===== src/rtl/control_fsm.sv =====
// control_fsm: multi-cycle RV32I control unit (FETCH/DECODE/EXEC/MEM/WB, sticky HALT).
// Define CONTROL_FSM_INSTRET_EN to build the 32-bit retired-instruction counter.
module control_fsm (
  input  logic        clk,
  input  logic        reset,
  input  logic [31:0] instruction,
  input  logic        mem_ready,
  output logic [2:0]  instruction_type,
  output logic [3:0]  reg_file_wr,
  output logic [3:0]  alu_op,
  output logic        alu_sel_1,
  output logic        alu_sel_2,
  output logic [3:0]  mem_wr,
  output logic        wb_sel,
  output logic [2:0]  branch,
  output logic        pc_en,
  output logic [2:0]  state,
  output logic        illegal,
  output logic [31:0] instret
);

  typedef enum logic [2:0] {
    S_FETCH  = 3'b000,
    S_DECODE = 3'b001,
    S_EXEC   = 3'b010,
    S_MEM    = 3'b011,
    S_WB     = 3'b100,
    S_HALT   = 3'b111
  } state_t;

  localparam logic [6:0] OPC_R      = 7'b0110011;
  localparam logic [6:0] OPC_IALU   = 7'b0010011;
  localparam logic [6:0] OPC_LOAD   = 7'b0000011;
  localparam logic [6:0] OPC_STORE  = 7'b0100011;
  localparam logic [6:0] OPC_BRANCH = 7'b1100011;
  localparam logic [6:0] OPC_LUI    = 7'b0110111;
  localparam logic [6:0] OPC_AUIPC  = 7'b0010111;

  state_t      state_q, state_d;
  logic [31:0] ir_q, ir_d;
  logic        illegal_q, illegal_d;

  function automatic logic is_legal(input logic [6:0] opc, input logic [2:0] f3);
    case (opc)
      OPC_R, OPC_IALU, OPC_LUI, OPC_AUIPC: is_legal = 1'b1;
      OPC_LOAD:   is_legal = (f3 != 3'b011) && (f3 != 3'b110) && (f3 != 3'b111);
      OPC_STORE:  is_legal = (f3 == 3'b000) || (f3 == 3'b001) || (f3 == 3'b010);
      OPC_BRANCH: is_legal = (f3 != 3'b010) && (f3 != 3'b011);
      default:    is_legal = 1'b0;
    endcase
  endfunction

  // funct7[5] selects SUB only for register-register ops, SRA for both shift forms
  function automatic logic [3:0] alu_from_f3(input logic [2:0] f3, input logic alt, input logic is_r);
    case (f3)
      3'b000:  alu_from_f3 = (is_r && alt) ? 4'b0001 : 4'b0000;
      3'b001:  alu_from_f3 = 4'b0010;
      3'b010:  alu_from_f3 = 4'b0011;
      3'b011:  alu_from_f3 = 4'b0100;
      3'b100:  alu_from_f3 = 4'b0101;
      3'b101:  alu_from_f3 = alt ? 4'b0111 : 4'b0110;
      3'b110:  alu_from_f3 = 4'b1000;
      default: alu_from_f3 = 4'b1001;
    endcase
  endfunction

  logic [6:0] opc_s;
  logic [2:0] f3_s;
  logic       f7b5_s;
  logic       unused_ir_s;
  assign opc_s       = ir_q[6:0];
  assign f3_s        = ir_q[14:12];
  assign f7b5_s      = ir_q[30];
  assign unused_ir_s = ^{ir_q[31], ir_q[29:15], ir_q[11:7]};

  logic [2:0] dec_type_s, dec_branch_s;
  logic [3:0] dec_alu_s, dec_rfwr_s, dec_memwr_s;
  logic       dec_sel1_s, dec_sel2_s, dec_wbsel_s;
  logic       dec_load_s, dec_store_s, dec_br_s;

  // Decode the latched instruction register
  always_comb begin
    dec_type_s   = 3'b000;
    dec_alu_s    = 4'b0000;
    dec_sel1_s   = 1'b0;
    dec_sel2_s   = 1'b0;
    dec_wbsel_s  = 1'b0;
    dec_branch_s = 3'd0;
    dec_rfwr_s   = 4'b0000;
    dec_memwr_s  = 4'b0000;
    dec_load_s   = 1'b0;
    dec_store_s  = 1'b0;
    dec_br_s     = 1'b0;
    case (opc_s)
      OPC_R: begin
        dec_type_s  = 3'b101;
        dec_alu_s   = alu_from_f3(f3_s, f7b5_s, 1'b1);
        dec_rfwr_s  = 4'b0101;
        dec_wbsel_s = 1'b1;
      end
      OPC_IALU: begin
        dec_alu_s   = alu_from_f3(f3_s, f7b5_s, 1'b0);
        dec_sel2_s  = 1'b1;
        dec_rfwr_s  = 4'b0101;
        dec_wbsel_s = 1'b1;
      end
      OPC_LOAD: begin
        dec_sel2_s = 1'b1;
        dec_load_s = 1'b1;
        case (f3_s)
          3'b000:  dec_rfwr_s = 4'b0001;
          3'b001:  dec_rfwr_s = 4'b0011;
          3'b010:  dec_rfwr_s = 4'b0101;
          3'b100:  dec_rfwr_s = 4'b1001;
          3'b101:  dec_rfwr_s = 4'b1011;
          default: dec_rfwr_s = 4'b0000;
        endcase
      end
      OPC_STORE: begin
        dec_type_s  = 3'b001;
        dec_sel2_s  = 1'b1;
        dec_store_s = 1'b1;
        case (f3_s)
          3'b000:  dec_memwr_s = 4'b0001;
          3'b001:  dec_memwr_s = 4'b0011;
          3'b010:  dec_memwr_s = 4'b1111;
          default: dec_memwr_s = 4'b0000;
        endcase
      end
      OPC_BRANCH: begin
        dec_type_s = 3'b010;
        dec_alu_s  = 4'b0001;
        dec_br_s   = 1'b1;
        case (f3_s)
          3'b000:  dec_branch_s = 3'd1;
          3'b001:  dec_branch_s = 3'd2;
          3'b100:  dec_branch_s = 3'd3;
          3'b101:  dec_branch_s = 3'd5;
          3'b110:  dec_branch_s = 3'd4;
          3'b111:  dec_branch_s = 3'd6;
          default: dec_branch_s = 3'd0;
        endcase
      end
      OPC_LUI: begin
        dec_type_s  = 3'b011;
        dec_alu_s   = 4'b1010;
        dec_sel2_s  = 1'b1;
        dec_rfwr_s  = 4'b0101;
        dec_wbsel_s = 1'b1;
      end
      OPC_AUIPC: begin
        dec_type_s  = 3'b011;
        dec_sel1_s  = 1'b1;
        dec_sel2_s  = 1'b1;
        dec_rfwr_s  = 4'b0101;
        dec_wbsel_s = 1'b1;
      end
      default: begin
        dec_type_s = 3'b000;
      end
    endcase
  end

  // Next state, IR capture and strobes
  always_comb begin
    state_d          = state_q;
    ir_d             = ir_q;
    illegal_d        = illegal_q;
    instruction_type = 3'b000;
    alu_op           = 4'b0000;
    alu_sel_1        = 1'b0;
    alu_sel_2        = 1'b0;
    wb_sel           = 1'b0;
    branch           = 3'd0;
    reg_file_wr      = 4'b0000;
    mem_wr           = 4'b0000;
    pc_en            = 1'b0;
    if ((state_q == S_EXEC) || (state_q == S_MEM) || (state_q == S_WB)) begin
      instruction_type = dec_type_s;
      alu_op           = dec_alu_s;
      alu_sel_1        = dec_sel1_s;
      alu_sel_2        = dec_sel2_s;
      wb_sel           = dec_wbsel_s;
      branch           = dec_branch_s;
    end else begin
      instruction_type = 3'b000;
    end
    case (state_q)
      S_FETCH: state_d = S_DECODE;
      S_DECODE: begin
        ir_d = instruction;
        if (is_legal(instruction[6:0], instruction[14:12])) begin
          state_d = S_EXEC;
        end else begin
          state_d   = S_HALT;
          illegal_d = 1'b1;
        end
      end
      S_EXEC: begin
        if (dec_br_s) begin
          pc_en   = 1'b1;
          state_d = S_FETCH;
        end else if (dec_load_s || dec_store_s) begin
          state_d = S_MEM;
        end else begin
          state_d = S_WB;
        end
      end
      S_MEM: begin
        mem_wr = dec_memwr_s;
        if (!mem_ready) begin
          state_d = S_MEM;
        end else if (dec_store_s) begin
          pc_en   = 1'b1;
          state_d = S_FETCH;
        end else begin
          state_d = S_WB;
        end
      end
      S_WB: begin
        reg_file_wr = dec_rfwr_s;
        pc_en       = 1'b1;
        state_d     = S_FETCH;
      end
      S_HALT:  state_d = S_HALT;
      default: state_d = S_FETCH;
    endcase
  end

  // State, IR and sticky illegal flag
  always_ff @(posedge clk) begin
    if (reset) begin
      state_q   <= S_FETCH;
      ir_q      <= 32'd0;
      illegal_q <= 1'b0;
    end else begin
      state_q   <= state_d;
      ir_q      <= ir_d;
      illegal_q <= illegal_d;
    end
  end

  assign state   = state_q;
  assign illegal = illegal_q;

`ifdef CONTROL_FSM_INSTRET_EN
  logic [31:0] instret_q, instret_d;
  assign instret_d = pc_en ? (instret_q + 32'd1) : instret_q;

  // Retired-instruction counter, wraps naturally
  always_ff @(posedge clk) begin
    if (reset) begin
      instret_q <= 32'd0;
    end else begin
      instret_q <= instret_d;
    end
  end
  assign instret = instret_q;
`else
  assign instret = 32'd0;
`endif

endmodule


===== config.mk =====
export PLATFORM = sky130hd
export DESIGN_NAME = control_fsm
export DESIGN_NICKNAME = d
export VERILOG_FILES = /design/src/rtl/control_fsm.sv
export SDC_FILE = /design/constraint.sdc
export NUM_CORES = 1
export LEC_CHECK = 0
export CAP_MARGIN = 20
export CORE_ASPECT_RATIO = 0.8
export CORE_UTILIZATION = 38
export DETAILED_ROUTE_END_ITERATION = 6
export PLACE_DENSITY = 0.95
export SLEW_MARGIN = 20
export SYNTH_ARGS = -nofsm -noshare
export SYNTH_HDL_FRONTEND = slang
export SYNTH_SLANG_ARGS = --single-unit

===== constraint.sdc =====
create_clock -name clk -period 3.1 [get_ports clk]
set_input_delay 0.465 -clock clk [delete_from_list [all_inputs] [get_ports clk]]
set_output_delay 0.465 -clock clk [all_outputs]
set_load 0.02 [all_outputs]

## Yosys cells after proc, flatten, opt, wreduce, memory -nomap -nowiden

Index checks and enable logic that the tools add are counted.

| storage, ports and cells | value |
|---|---|
| register bits | 35 |

| cells by class | value |
|---|---|
| eq/ne operators | 32 |
| multiplexer cells | 38 |
| bitwise logic cells | 1 |
| reductions and logical operators | 16 |

Operators by type and width:

| operator | count |
|---|---|
| $pmux 4 s7 | 2 |
| $eq 7x6->1 const B | 6 |
| $eq 7x5->1 const B | 4 |
| $mux 3 | 8 |
| $pmux 4 s5 | 1 |
| $eq 3x3->1 const B | 6 |
| $pmux 3 s6 | 1 |
| $mux 4 | 4 |
| $pmux 4 s4 | 1 |
| $eq 3x2->1 const B | 5 |
| $mux 1 | 15 |
| $pmux 3 s5 | 1 |
| $eq 7x2->1 const B | 2 |
| $eq 7x7->1 const B | 2 |
| $pmux 3 s4 | 1 |
| $pmux 4 s3 | 1 |
| $eq 3x1->1 const B | 3 |
| $logic_not 3->1 | 3 |
| $pmux 4 s2 | 1 |
| $reduce_or 4->1 | 2 |
| $ne 3x2->1 const B | 2 |
| $ne 3x3->1 const B | 2 |
| $logic_or 1x1->1 | 5 |
| $reduce_or 5->1 | 1 |
| 6 further kinds | 8 |

## Longest topological paths before layout

| logic depth | value |
|---|---|
| depth in word-level cells | 7 |
| depth in mapped cells | 6 |
| mapped depth without buffers | 4 |

## Worst setup path before layout

No wires, ideal clock.

| path | value |
|---|---|
| path type | flip-flop to output port |
| start | reg state_q[2] (netlist: state[2]) |
| end | out alu_op[0] |
| arrival time | 1826 ps |
| slack | 809 ps |
| cell stages (with the launch flop) | 6 |
| buffers on the path | 1 |
| cell sequence | dfxtp_1 -> buf_4 -> or3b_1 -> a21o_1 -> or4b_1 -> nand2_1 |

| between the ends | value |
|---|---|
| cells in the longest elaborated chain, start to end | 4 |
| elaborated cells between the ends (all ways) | 6 |
| classes of those cells | eq/ne: 3; mux: 1; reduce/logical: 2 |

Ends and longest elaborated chain:

| element | line | source |
|---|---|---|
| start, declared | 39 | `state_t state_q, state_d;` |
| start signal, assigned | 237 | `state_q <= state_d;` |
| $eq 3x2->1 | 178 | `if ((state_q == S_EXEC) \|\| (state_q == S_MEM) \|\| (state_q == S_WB)) begin` |
| $logic_or 1x1->1 | 178 |  |
| $logic_or 1x1->1 * | 178 |  |
| $mux 4 * | 178 |  |
| end, declared | 10 | `output logic [3:0] alu_op,` |

Mark *: on every way between the ends. The rest lies on a longest branch, timed or not.

## Final worst setup path

| path | value |
|---|---|
| start | reg ir_q[0] |
| end | out alu_op[1] |

| between the ends | value |
|---|---|
| cells in the longest elaborated chain, start to end | 3 |
| elaborated cells between the ends (all ways) | 6 |
| classes of those cells | eq/ne: 4; mux: 2 |

Ends and longest elaborated chain:

| element | line | source |
|---|---|---|
| start, declared | 40 | `logic [31:0] ir_q, ir_d;` |
| start signal, assigned | 238 | `ir_q <= ir_d;` |
| $eq 7x6->1, or another cell as far along | 94 | `case (opc_s)` |
| $pmux 4 s4 * | 94 |  |
| $mux 4 * | 178 |  |

Marked as above.

==> summary by stage <==
Status
The flow ran to the end, and the final reports show no timing, DRC or antenna violations.

Drt
After detailed routing, the average wire length per cell comes to ~12 um. Once detail routing completed, the nets flagged for antenna violations numbered 0. The post-detailed-routing wire length is 3220 um.

The first TritonRoute pass finished after 4 iterations. The detailed router placed 1,341 vias in this run. Using the TritonRoute via totals, the vias-per-cell ratio works out to a little over 5. The number of DRC markers in iteration 0 is 95.

For this run, design rule violations remaining after detail routing come to 0.

Timing
At the pin with the least slew margin, the transition time is 0.735 ns. Timing would allow up to roughly 340 MHz. The share of the clock period used by the worst path is between 90% and 100%. The final count of negative-setup-slack endpoints is 0. The final sum of negative setup slack is 0 ns.

Clock skew on the completed layout was measured at around 0.0053 ns. The relative max-transition margin is just over 50%. The final-report hold violation count is 0. The number of pins exceeding their max-slew limit in the final report is 0. The worst hold-check slack is just under 0.5 ns. Setup repair after global routing left no endpoint under its margin. The routed design could run at a clock period as short as roughly 3 ns.

Worst setup path
The worst setup path is launched from a register. The critical path data required time is roughly 2.6 ns. The data arrival at the endpoint of the critical path is approximately 2.5 ns.

In this run the worst setup path begins at ir_q[0]. The depth of the worst register-to-register path is 4. The end of the worst register-to-register path is illegal. Traced cell by cell, the critical path runs through nor4bb_1, nand3_1, a221oi_1, clkdlybuf4s50_1. The worst stage delay on the critical path is ~0.66 ns.

The type of destination of the critical path is an output port. The worst register-to-register path begins at state[0]. In this run the register-to-register setup slack is approximately 1.3 ns. The classification of the worst setup path is reg2out. Of all nets on the critical path, the largest fanout is 6.

The slowest cell on the critical path is clkdlybuf4s50_1. The termination of the worst setup path is alu_op[1].

Floorplanning
The total area inside the core boundary comes to between 0.003 and 0.004 sq mm. Row generation in the floorplan step produced 18 rows. During I/O placement, the number of pins put on the boundary was 93.

The area of the die is between 0.003 and 0.004 sq mm. The die span in y is approximately 55 um. The overall die width is roughly 70 um. Once the floorplan was initialized, standard cells occupied approximately 42% of the core.

Clock network
CTS placed an instance of clkbuf_8 at the clock tree root. The clock slew at the register clock pins of the worst setup and hold paths is around 0.060 ns. The clock latency reported for the late side of the worst-skew pair is approximately 0.25 ns.

TritonCTS built the clock tree. CTS built an H-tree with a depth of 1. The longest clock path from root to sink contains 2 buffers. Buffers inserted during clock tree synthesis total 3. Post-CTS timing repair inserted 0 buffers for setup. Clock tree synthesis found a total of 15 sinks.

Cells and area
The final standard cell utilization of the core is 51.0%. The layout has approximately 340 filler cells. The most frequent standard cell in the layout excluding fill and tap cells is clkdlybuf4s50_1. For this run, the number of standard cells in the final layout without fillers is around 270. The ratio of cells with drive above 1 in the final layout is 2.65%.

The count of antenna diodes in the layout is 0. The relative area change from synthesis to final layout is 22.6%. The net count of the finished layout is around 260. The library cells used most frequently in the layout, excluding fill and tap cells, are clkdlybuf4s50_1 (39), conb_1 (32), nand2_1 (31), a21oi_1 (21), nor2_1 (19).

GRT
The via count of the first global-routing pass was ~1,100. Entering global routing, the biggest net connects 17 pins. The initial antenna violation count was 0. The wire length of the first global-routing pass is roughly 5000 um. The overall routing resource usage is between 10% and 20%. For this run the aggregate overflow at the end of global routing stands at 0.

Hold path
The type of the worst min-delay path is reg2reg.

Synthesis
The most used flip-flop cell after synthesis is dfxtp_1. The number of flip-flops and latches in the synthesized netlist is 15. The count of flip-flops with a built-in enable after synthesis is 0. Sequential cells were found to cover 22.4% of the synthesized design area.

Yosys mapped the design onto 42 distinct sky130hd cell types. The total of warnings raised by yosys is 0. Counting every instance in the synthesized netlist gives 197.

For this run, asynchronously set or reset flops after synthesis account for 0%. The average cell area after synthesis is 6.80 sq um. The cell area that synthesis handed to floorplanning was 0.00134 sq mm.

Power and ir drop
The overall power is 867 uW. The share of total power dissipated in sequential elements is 38.3%. The leakage dissipation is 0.000636 uW. Per report_power, the combinational group accounts for between 40% and 50% of the total.

The peak ir drop on the vdd network is ~230 uV. In this run the power density over the cells is ~530 mW/mm^2. The internal power is approximately 480 uW. The switching power as a share of total power is between 40% and 50%.

In this run the power spent charging and discharging nets is slightly below 400 uW. The part of the total power dissipated in the clock network is between 10% and 20%.

Placed design
The count of placed standard cells including taps is between 200 and 300. The detailed-placement wirelength estimate is around 2500 um. The global placement routability congestion is ~0.85. The count of buffers added on input and output ports is 39.

Run
The tool flagged a number of max-cap violations equal to 0.
-- critical path, delay by kind of cell, from the launching register on --
family / cells / cell delay, ns
AOI/OAI and AO/OA: 1 / 0.32
and+or+nand+nor: 2 / 0.91
DFF: 1 / 0.36
buffers and inverters: 1 / 0.66
-- synth_stat cells, types with 2 or more instances --
master | instances | share of area [%]
and3_1 | 2 | 0.93
nand3_1 | 3 | 1.1
o21ai_0 | 6 | 2.2
dfxtp_1 | 15 | 22
clkbuf_1 | 10 | 2.8
a211oi_1 | 3 | 1.7
nor2b_1 | 2 | 0.93
nor3b_1 | 2 | 1.1
inv_1 | 7 | 2.0
a221oi_1 | 2 | 1.3
nor2_1 | 19 | 5.3
a21oi_1 | 21 | 7.9
nand2_1 | 31 | 8.7
nand4b_1 | 2 | 1.3
nor4_1 | 2 | 0.93
o21bai_1 | 2 | 1.1
nand2b_1 | 5 | 2.3
nor3_1 | 6 | 2.2
buf_4 | 34 | 19
-- logic make-up (layout without fill, tap and decap cells) --
logic type	after synthesis	in the layout	share of synthesized area [%]
other	1	32	0.280
AO/OA/AOI/OAI	41	41	18.8
multiplexers	1	1	0.748
AND/OR/NAND/NOR	84	84	31.4
flip-flops	15	15	22.4
XOR/XNOR	1	1	0.654
adder cells (fa/ha/maj)	1	1	0.748
buffers and inverters	53	51	25.0
-- state kept, by name (all words and copies together), names as in the netlist --
| name | count |
|---|---|
| state | 3 |
| ir_q | 11 |
| illegal | 1 |
-- metal layers --
metal  vias up  GRT usage [%]  wire length, um
met5         -              0                0
met4         0           7.29                7
met3         2           3.48              169
met2        53           29.7             1560
met1       623           23.8             1490
li1        663              -                -
-- power by group through the flow --
stage	Sequential, uW	Combinational, uW	Clock [uW]
6_report	332	374	160
5_1_grt	344	414	171
4_1_cts	328	371	164
3_5_place_dp	332	370	0
3_3_place_gp	326	360	0
2_1_floorplan	292	344	0
-- metrics by stage --
step                      area (sq um)  setup WS [ns]
after floorplan                   1460          0.809
after global placement            1600          0.374
after detailed placement          1600          0.325
after CTS                         1640         0.0462
after global routing              1640         0.0123
final                             1640          0.119
-- worst min path at each step --
| stage | slack, ns | cells after the start | end | startpoint |
|---|---|---|---|---|
| floorplan | 0.45 | 2 | ir_q[30] | ir_q[30] |
| global placement | 0.47 | 2 | ir_q[30] | ir_q[30] |
| detailed placement | 0.47 | 2 | ir_q[30] | ir_q[30] |
| CTS | 0.48 | 2 | ir_q[30] | ir_q[30] |
| global route | 0.50 | 2 | ir_q[30] | ir_q[30] |
| finish | 0.48 | 2 | ir_q[30] | ir_q[30] |
-- layout make-up --
type,instances,area [sq um],share of cell area [%]
clock buffer,4,45.0,2.74
inverter,7,26.3,1.60
multi-input combinational,160,821,50.0
sequential,15,302,18.4
tap,40,50.0,3.05
timing repair buffer,40,398,24.2
-- repair_timing --
action | CTS | global route
setup endpoints to repair | 0 | 1
gates resized for setup | 0 | 1
hold buffers | 0 | 0
Power figures use the tool's default switching activity.
